==> config.mk <==
export PLATFORM = sky130hd
export DESIGN_NAME = seq_booth_mult_flat
export DESIGN_NICKNAME = d
export VERILOG_FILES = /design/src/rtl/seq_booth_mult_pkg.sv /design/src/rtl/seq_booth_mult_if.sv /design/src/rtl/seq_booth_mult_booth_step.sv /design/src/rtl/seq_booth_mult.sv /design/src/flat_wrapper.sv
export SDC_FILE = /design/constraint.sdc
export NUM_CORES = 1
export LEC_CHECK = 0
export CAP_MARGIN = 20
export CORE_ASPECT_RATIO = 0.7
export CORE_UTILIZATION = 54
export CTS_CLUSTER_SIZE = 28
export DETAILED_ROUTE_END_ITERATION = 7
export PLACE_DENSITY_LB_ADDON = 0.2
export SLEW_MARGIN = 15
export SYNTH_ARGS = -nofsm -noshare
export SYNTH_HDL_FRONTEND = slang
export SYNTH_HIERARCHICAL = 1
export SYNTH_SLANG_ARGS = --single-unit
==> constraint.sdc <==
create_clock -name clock -period 2.95 [get_ports clock]
set_input_delay 0.7375 -clock clock [delete_from_list [all_inputs] [get_ports clock]]
set_output_delay 0.7375 -clock clock [all_outputs]
set_load 0.01 [all_outputs]
==> src/rtl/seq_booth_mult_pkg.sv <==
// Shared types and helpers for the sequential radix-2 Booth multiplier.
package seq_mult_pkg;

  typedef enum logic [1:0] {
    IDLE = 2'b00,
    RUN  = 2'b01,
    DONE = 2'b10
  } state_e;

  typedef enum logic [1:0] {
    OP_NOP = 2'b00,
    OP_ADD = 2'b01,
    OP_SUB = 2'b10
  } booth_op_e;

  // Counter must reach WIDTH without wrapping.
  function automatic int cnt_width(input int width);
    return $clog2(width + 2);
  endfunction

  function automatic booth_op_e booth_decode(input logic q0, input logic qm1);
    booth_op_e op;
    case ({q0, qm1})
      2'b01:   op = OP_ADD;
      2'b10:   op = OP_SUB;
      default: op = OP_NOP;
    endcase
    return op;
  endfunction

endpackage

==> src/rtl/seq_booth_mult_if.sv <==
// Start/busy/done handshake bundle between a requester and the multiplier.
interface seq_booth_mult_if #(
  parameter int WIDTH = 8
);
  logic                 start;
  logic                 is_signed;
  logic [WIDTH-1:0]     a;
  logic [WIDTH-1:0]     b;
  logic                 busy;
  logic                 done;
  logic [2*WIDTH-1:0]   product;

  modport master (
    output start, is_signed, a, b,
    input  busy, done, product
  );

  modport slave (
    input  start, is_signed, a, b,
    output busy, done, product
  );
endinterface

==> src/rtl/seq_booth_mult_booth_step.sv <==
// One combinational radix-2 Booth iteration: add/sub of M, then arithmetic shift.
module booth_step
  import seq_mult_pkg::*;
#(
  parameter int WIDTH = 8
) (
  input  logic [WIDTH+1:0] acc_i,
  input  logic [WIDTH:0]   q_i,
  input  logic             qm1_i,
  input  logic [WIDTH:0]   m_i,
  output logic [WIDTH+1:0] acc_o,
  output logic [WIDTH:0]   q_o,
  output logic             qm1_o
);

  logic [WIDTH+1:0] m_ext_s;
  logic [WIDTH+1:0] sum_s;
  booth_op_e        op_s;

  assign m_ext_s = {m_i[WIDTH], m_i};
  assign op_s    = booth_decode(q_i[0], qm1_i);

  // Guard bit in acc keeps acc - M exact for the most negative M.
  always_comb begin
    sum_s = acc_i;
    case (op_s)
      OP_ADD:  sum_s = acc_i + m_ext_s;
      OP_SUB:  sum_s = acc_i - m_ext_s;
      default: sum_s = acc_i;
    endcase
    acc_o = {sum_s[WIDTH+1], sum_s[WIDTH+1:1]};
    q_o   = {sum_s[0], q_i[WIDTH:1]};
    qm1_o = q_i[0];
  end

endmodule

==> src/rtl/seq_booth_mult.sv <==
// Sequential Booth multiplier: WIDTH+1 iterations per product, signed or unsigned operands.
module seq_booth_mult
  import seq_mult_pkg::*;
#(
  parameter int WIDTH = 8
) (
  input  logic             clock,
  input  logic             reset,
  seq_booth_mult_if.slave  bus
);

  localparam int CW = cnt_width(WIDTH);

  state_e             state_q, state_d;
  logic [CW-1:0]      cnt_q, cnt_d;
  logic [WIDTH:0]     m_q, m_d;
  logic [WIDTH:0]     q_q, q_d;
  logic [WIDTH+1:0]   acc_q, acc_d;
  logic               qm1_q, qm1_d;
  logic [2*WIDTH-1:0] product_q, product_d;

  logic [WIDTH+1:0]   acc_n_s;
  logic [WIDTH:0]     q_n_s;
  logic               qm1_n_s;
  logic               last_s;

  booth_step #(.WIDTH(WIDTH)) u_step (
    .acc_i (acc_q),
    .q_i   (q_q),
    .qm1_i (qm1_q),
    .m_i   (m_q),
    .acc_o (acc_n_s),
    .q_o   (q_n_s),
    .qm1_o (qm1_n_s)
  );

  assign last_s = (cnt_q == CW'(WIDTH));

  // Next-state logic; operands are extended by one bit so both modes share the signed datapath.
  always_comb begin
    state_d   = state_q;
    cnt_d     = cnt_q;
    m_d       = m_q;
    q_d       = q_q;
    acc_d     = acc_q;
    qm1_d     = qm1_q;
    product_d = product_q;
    case (state_q)
      IDLE, DONE: begin
        if (bus.start) begin
          m_d     = {bus.is_signed & bus.a[WIDTH-1], bus.a};
          q_d     = {bus.is_signed & bus.b[WIDTH-1], bus.b};
          acc_d   = '0;
          qm1_d   = 1'b0;
          cnt_d   = '0;
          state_d = RUN;
        end else begin
          state_d = IDLE;
        end
      end
      RUN: begin
        acc_d = acc_n_s;
        q_d   = q_n_s;
        qm1_d = qm1_n_s;
        if (last_s) begin
          product_d = {acc_n_s[WIDTH-2:0], q_n_s};
          state_d   = DONE;
        end else begin
          cnt_d = cnt_q + CW'(1);
        end
      end
      default: begin
        state_d = IDLE;
      end
    endcase
  end

  // State and datapath registers.
  always_ff @(posedge clock) begin
    if (reset) begin
      state_q   <= IDLE;
      cnt_q     <= '0;
      m_q       <= '0;
      q_q       <= '0;
      acc_q     <= '0;
      qm1_q     <= 1'b0;
      product_q <= '0;
    end else begin
      state_q   <= state_d;
      cnt_q     <= cnt_d;
      m_q       <= m_d;
      q_q       <= q_d;
      acc_q     <= acc_d;
      qm1_q     <= qm1_d;
      product_q <= product_d;
    end
  end

  assign bus.busy    = (state_q == RUN);
  assign bus.done    = (state_q == DONE);
  assign bus.product = product_q;

endmodule

==> src/flat_wrapper.sv <==
// flat-port wrapper written by rule: the top's interface ports become plain ports
module seq_booth_mult_flat import seq_mult_pkg::*;
#(
  parameter int WIDTH = 8
)
  (clock, reset, bus_start, bus_is_signed, bus_a, bus_b, bus_busy, bus_done, bus_product);
  seq_booth_mult_if #(.WIDTH(WIDTH)) bus_i ();
  input  logic clock;
  input  logic reset;
  input wire logic [$bits(bus_i.start)-1:0] bus_start;
  input wire logic [$bits(bus_i.is_signed)-1:0] bus_is_signed;
  input wire logic [$bits(bus_i.a)-1:0] bus_a;
  input wire logic [$bits(bus_i.b)-1:0] bus_b;
  output wire logic [$bits(bus_i.busy)-1:0] bus_busy;
  output wire logic [$bits(bus_i.done)-1:0] bus_done;
  output wire logic [$bits(bus_i.product)-1:0] bus_product;
  assign bus_i.start = bus_start;
  assign bus_i.is_signed = bus_is_signed;
  assign bus_i.a = bus_a;
  assign bus_i.b = bus_b;
  assign bus_busy = bus_i.busy;
  assign bus_done = bus_i.done;
  assign bus_product = bus_i.product;
  seq_booth_mult #(.WIDTH(WIDTH)) u_core (.clock(clock), .reset(reset), .bus(bus_i));
endmodule
==> summary.txt <==
Run status
  • Status: finished clean

Detailed routing
  • Wire length on met2: 2.34 mm
  • Max layer used: met4
  • Vias per cell: 5.30
  • WL met1: 2.91 mm
  • 1st-iter DRT viols: 95
  • Routed Antenna Nets: 0
  • DRC viols: 0
  • Met3 WL post-DR: 240 um
  • Vias: 2,280
  • Detailed Routing Iterations Pass 1: 4
  • Total wire length: 5.55 mm
  • DR WL/cell: 12.9 um

Layout
  • Net count, final: 394
  • FILL cells: 442
  • Area Growth Syn to Fin: 15.8%
  • Multi-input gate area: 1460 sq um
  • Share of cells above drive strength 1: 0.0665
  • Post-Layout Cell Count: 430
  • Sequential cell area: 1020 sq um
  • Antenna diodes: 0

STA
  • Worst rel slew slack: 0.567
  • Period utilisation layout: 0.922
  • Setup TNS: 0 ps
  • Fin worst setup slack: 229 ps
  • Setup Skew: 12.8 ps
  • RSZ-0062 raised after global routing: no
  • Fin. max-slew vios: 0
  • Final min period: 2720 ps
  • Final setup fails: 0
  • Fmax: 367 MHz
  • Fin Hold WS: 456 ps
  • Worst Tran Pin Value: 649 ps
  • Hold Vio Cnt, Final: 0

Floorplanning
  • # IOs: 38
  • Die outline height: 61.2 um
  • Site row count: 21
  • Initial core utilization: 0.565
  • Core footprint: 4780 sq um
  • Width of the chip: 86.5 um
  • Die area: 5290 sq um

Worst setup path
  • Crit path capture type: register
  • Critical Path RT: 3130 ps
  • Buffers & Inverters on Critical Path: 0
  • CP dominant cell by count: o21ai_1
  • Max Fanout on Critical Path: 10
  • Slowest-stage cell, CP: fa_1
  • Worst path max stage delay: 470 ps
  • Worst setup SP type: register
  • Crit-path cells: ha_1 -> mux2i_1 -> fa_1 -> a21o_1 -> a21oi_2 -> o21ai_1 -> a31oi_1 -> xor2_1 -> o21ai_1 -> a22oi_1 -> nor2_1
  • Arr. time, crit path: 2900 ps
  • Delay-heaviest family, CP: compound AO/OA/AOI/OAI gates
  • Kind of critical path: register to register

Run
  • Max_cap viols: 0

Synth
  • Yosys top cell area share: 0.378
  • Seq cells post-synth: 51
  • Asr flop ratio synth: 0
  • Most common cell in the netlist: nand2_1
  • Synth cell types: 45
  • Sequential share of the synthesized area: 0.378
  • Post-Syn Nets: 375
  • Synth top area cells: dfxtp_1, nand2_1, a21oi_1
  • Post-synth EDFFs: 0
  • Yosys warning count: 6
  • Ys flop type: dfxtp_1
  • Netlist Area Pre-Place: 2700 sq um
  • Area leader, netlist: dfxtp_1
  • Syn Inst Count: 341
  • Post-synth top cells: nand2_1, dfxtp_1, a21oi_1, nor2_1
  • Post-synthesis average cell area: 7.92 sq um

Place
  • Port bufs: 37
  • Placed Cells incl. Taps: 422
  • Gp weighted congestion: 0.939
  • DPL Wire Length: 3.96 mm
  • Setup WS pre-CTS: 214 ps

Clocking
  • Postcts setup bufs: 0
  • CTS tree: built
  • Clock tree buffer depth: 2
  • Root Buffer: clkbuf_8
  • H-tree levels: 2
  • Clk Latency, worst-skew pair: 310 ps
  • Clock sink total: 51
  • Hold-fix buffers, CTS: 0
  • Reg clk slew, reported paths: 90 ps
  • Count of cells resized by post-cts repair: 0
  • Total CTS buffers: 5

Power
  • Power per cell area: 522 nW/um^2
  • Maximum VDD drop: 0.278 mV
  • Static Leak: 1.13 nW

Hold path
  • Min-delay worst type: register to register

Global routing
  • First-pass GRT wire length: 9.12 mm
  • Initial antenna violation count: 0
  • Largest net degree at the start of global routing: 52
  • Gr ovfl total: 0
  • GRT Util Overall: 0.223
  • Vias in the first global route: 1,935
-- worst register-to-register path, stage by stage (launching register included) --
cell	delay [ps]
dfxtp_1	360
ha_1	370
mux2i_1	200
fa_1	470
a21o_1	190
a21oi_2	190
o21ai_1	90
a31oi_1	220
xor2_1	170
o21ai_1	80
a22oi_1	190
nor2_1	50
-- path summary, 6_finish.rpt --
check	startpoint	endpoint	slack, ps	depth (start not counted)
min reg2reg	u_core/bus.product[11]$_SDFFE_PP0P_	u_core/bus.product[11]$_SDFFE_PP0P_	460	2
max	u_core/q_q[0]$_SDFFE_PP0P_	u_core/acc_q[7]$_SDFFE_PP0P_	230	11
max reg2reg	u_core/q_q[0]$_SDFFE_PP0P_	u_core/acc_q[7]$_SDFFE_PP0P_	230	11
min	u_core/bus.product[11]$_SDFFE_PP0P_	u_core/bus.product[11]$_SDFFE_PP0P_	460	2
-- layout by cell type (no fill, tap or decap), types with 2 or more instances in the layout --
cell type	netlist	routed
clkbuf_8	0	5
buf_4	13	4
nand3_1	2	2
nor3_1	3	3
nor2_1	29	29
nand2_1	79	79
o21ai_1	6	6
nand3b_1	3	3
a21oi_2	3	3
xnor2_1	11	11
clkdlybuf4s50_1	0	37
nor3_4	1	2
a31oi_1	4	4
dfxtp_1	51	51
nor2b_1	2	2
o21ai_0	8	8
ha_1	13	13
nand2b_1	4	4
a311oi_1	7	7
a22oi_1	12	12
a21oi_1	38	38
inv_1	10	10
xor2_1	4	4
a21o_1	3	3
-- through the flow --
stage	cell area, sq um	total power, W	util
after global placement	3000	0.00114	0.627
after global routing	3130	0.00172	0.654
after floorplan	2700	0.00108	-
final	3130	0.00163	0.654
after detailed placement	3000	0.00115	0.627
after CTS	3110	0.00164	0.651
-- per-layer routing --
layer,vias up,GRT usage
met1,1034,0.321
met4,0,0.0595
met2,56,0.342
met3,9,0.0483
li1,1181,-
met5,-,0
-- layout make-up --
| class | count | area share |
|---|---|---|
| multi-input cells | 250 | 0.468 |
| flip-flops and latches | 51 | 0.327 |
| repair buffers | 41 | 0.128 |
| well taps | 69 | 0.0276 |
| clock buffers | 5 | 0.0220 |
| clock inverters | 3 | 0.0148 |
| inverters | 11 | 0.0132 |
-- cell families after synthesis --
group | share of synthesized area
AOI/OAI and AO/OA | 0.196
xor gates and xnor gates | 0.0487
adders and majority gates | 0.0677
buffers and inverters | 0.0848
DFF | 0.378
muxes | 0.00788
and+or+nand+nor | 0.217
-- power by group --
group          switching [W]  leakage (nW)  internal [W]
clock               0.000236        0.0548      0.000256
sequential         0.0000298         0.415      0.000716
combinational       0.000220         0.658      0.000175
total               0.000486          1.13       0.00115
-- sequential cells by signal (all words and copies together) (netlist names) --
register / cells
u_core/qm1_q: 1
u_core/state_q: 2
u_core/bus.product: 16
u_core/acc_q: 10
u_core/m_q: 9
u_core/q_q: 9
u_core/cnt_q: 4
No activity file was read; power rests on OpenSTA's default activity.
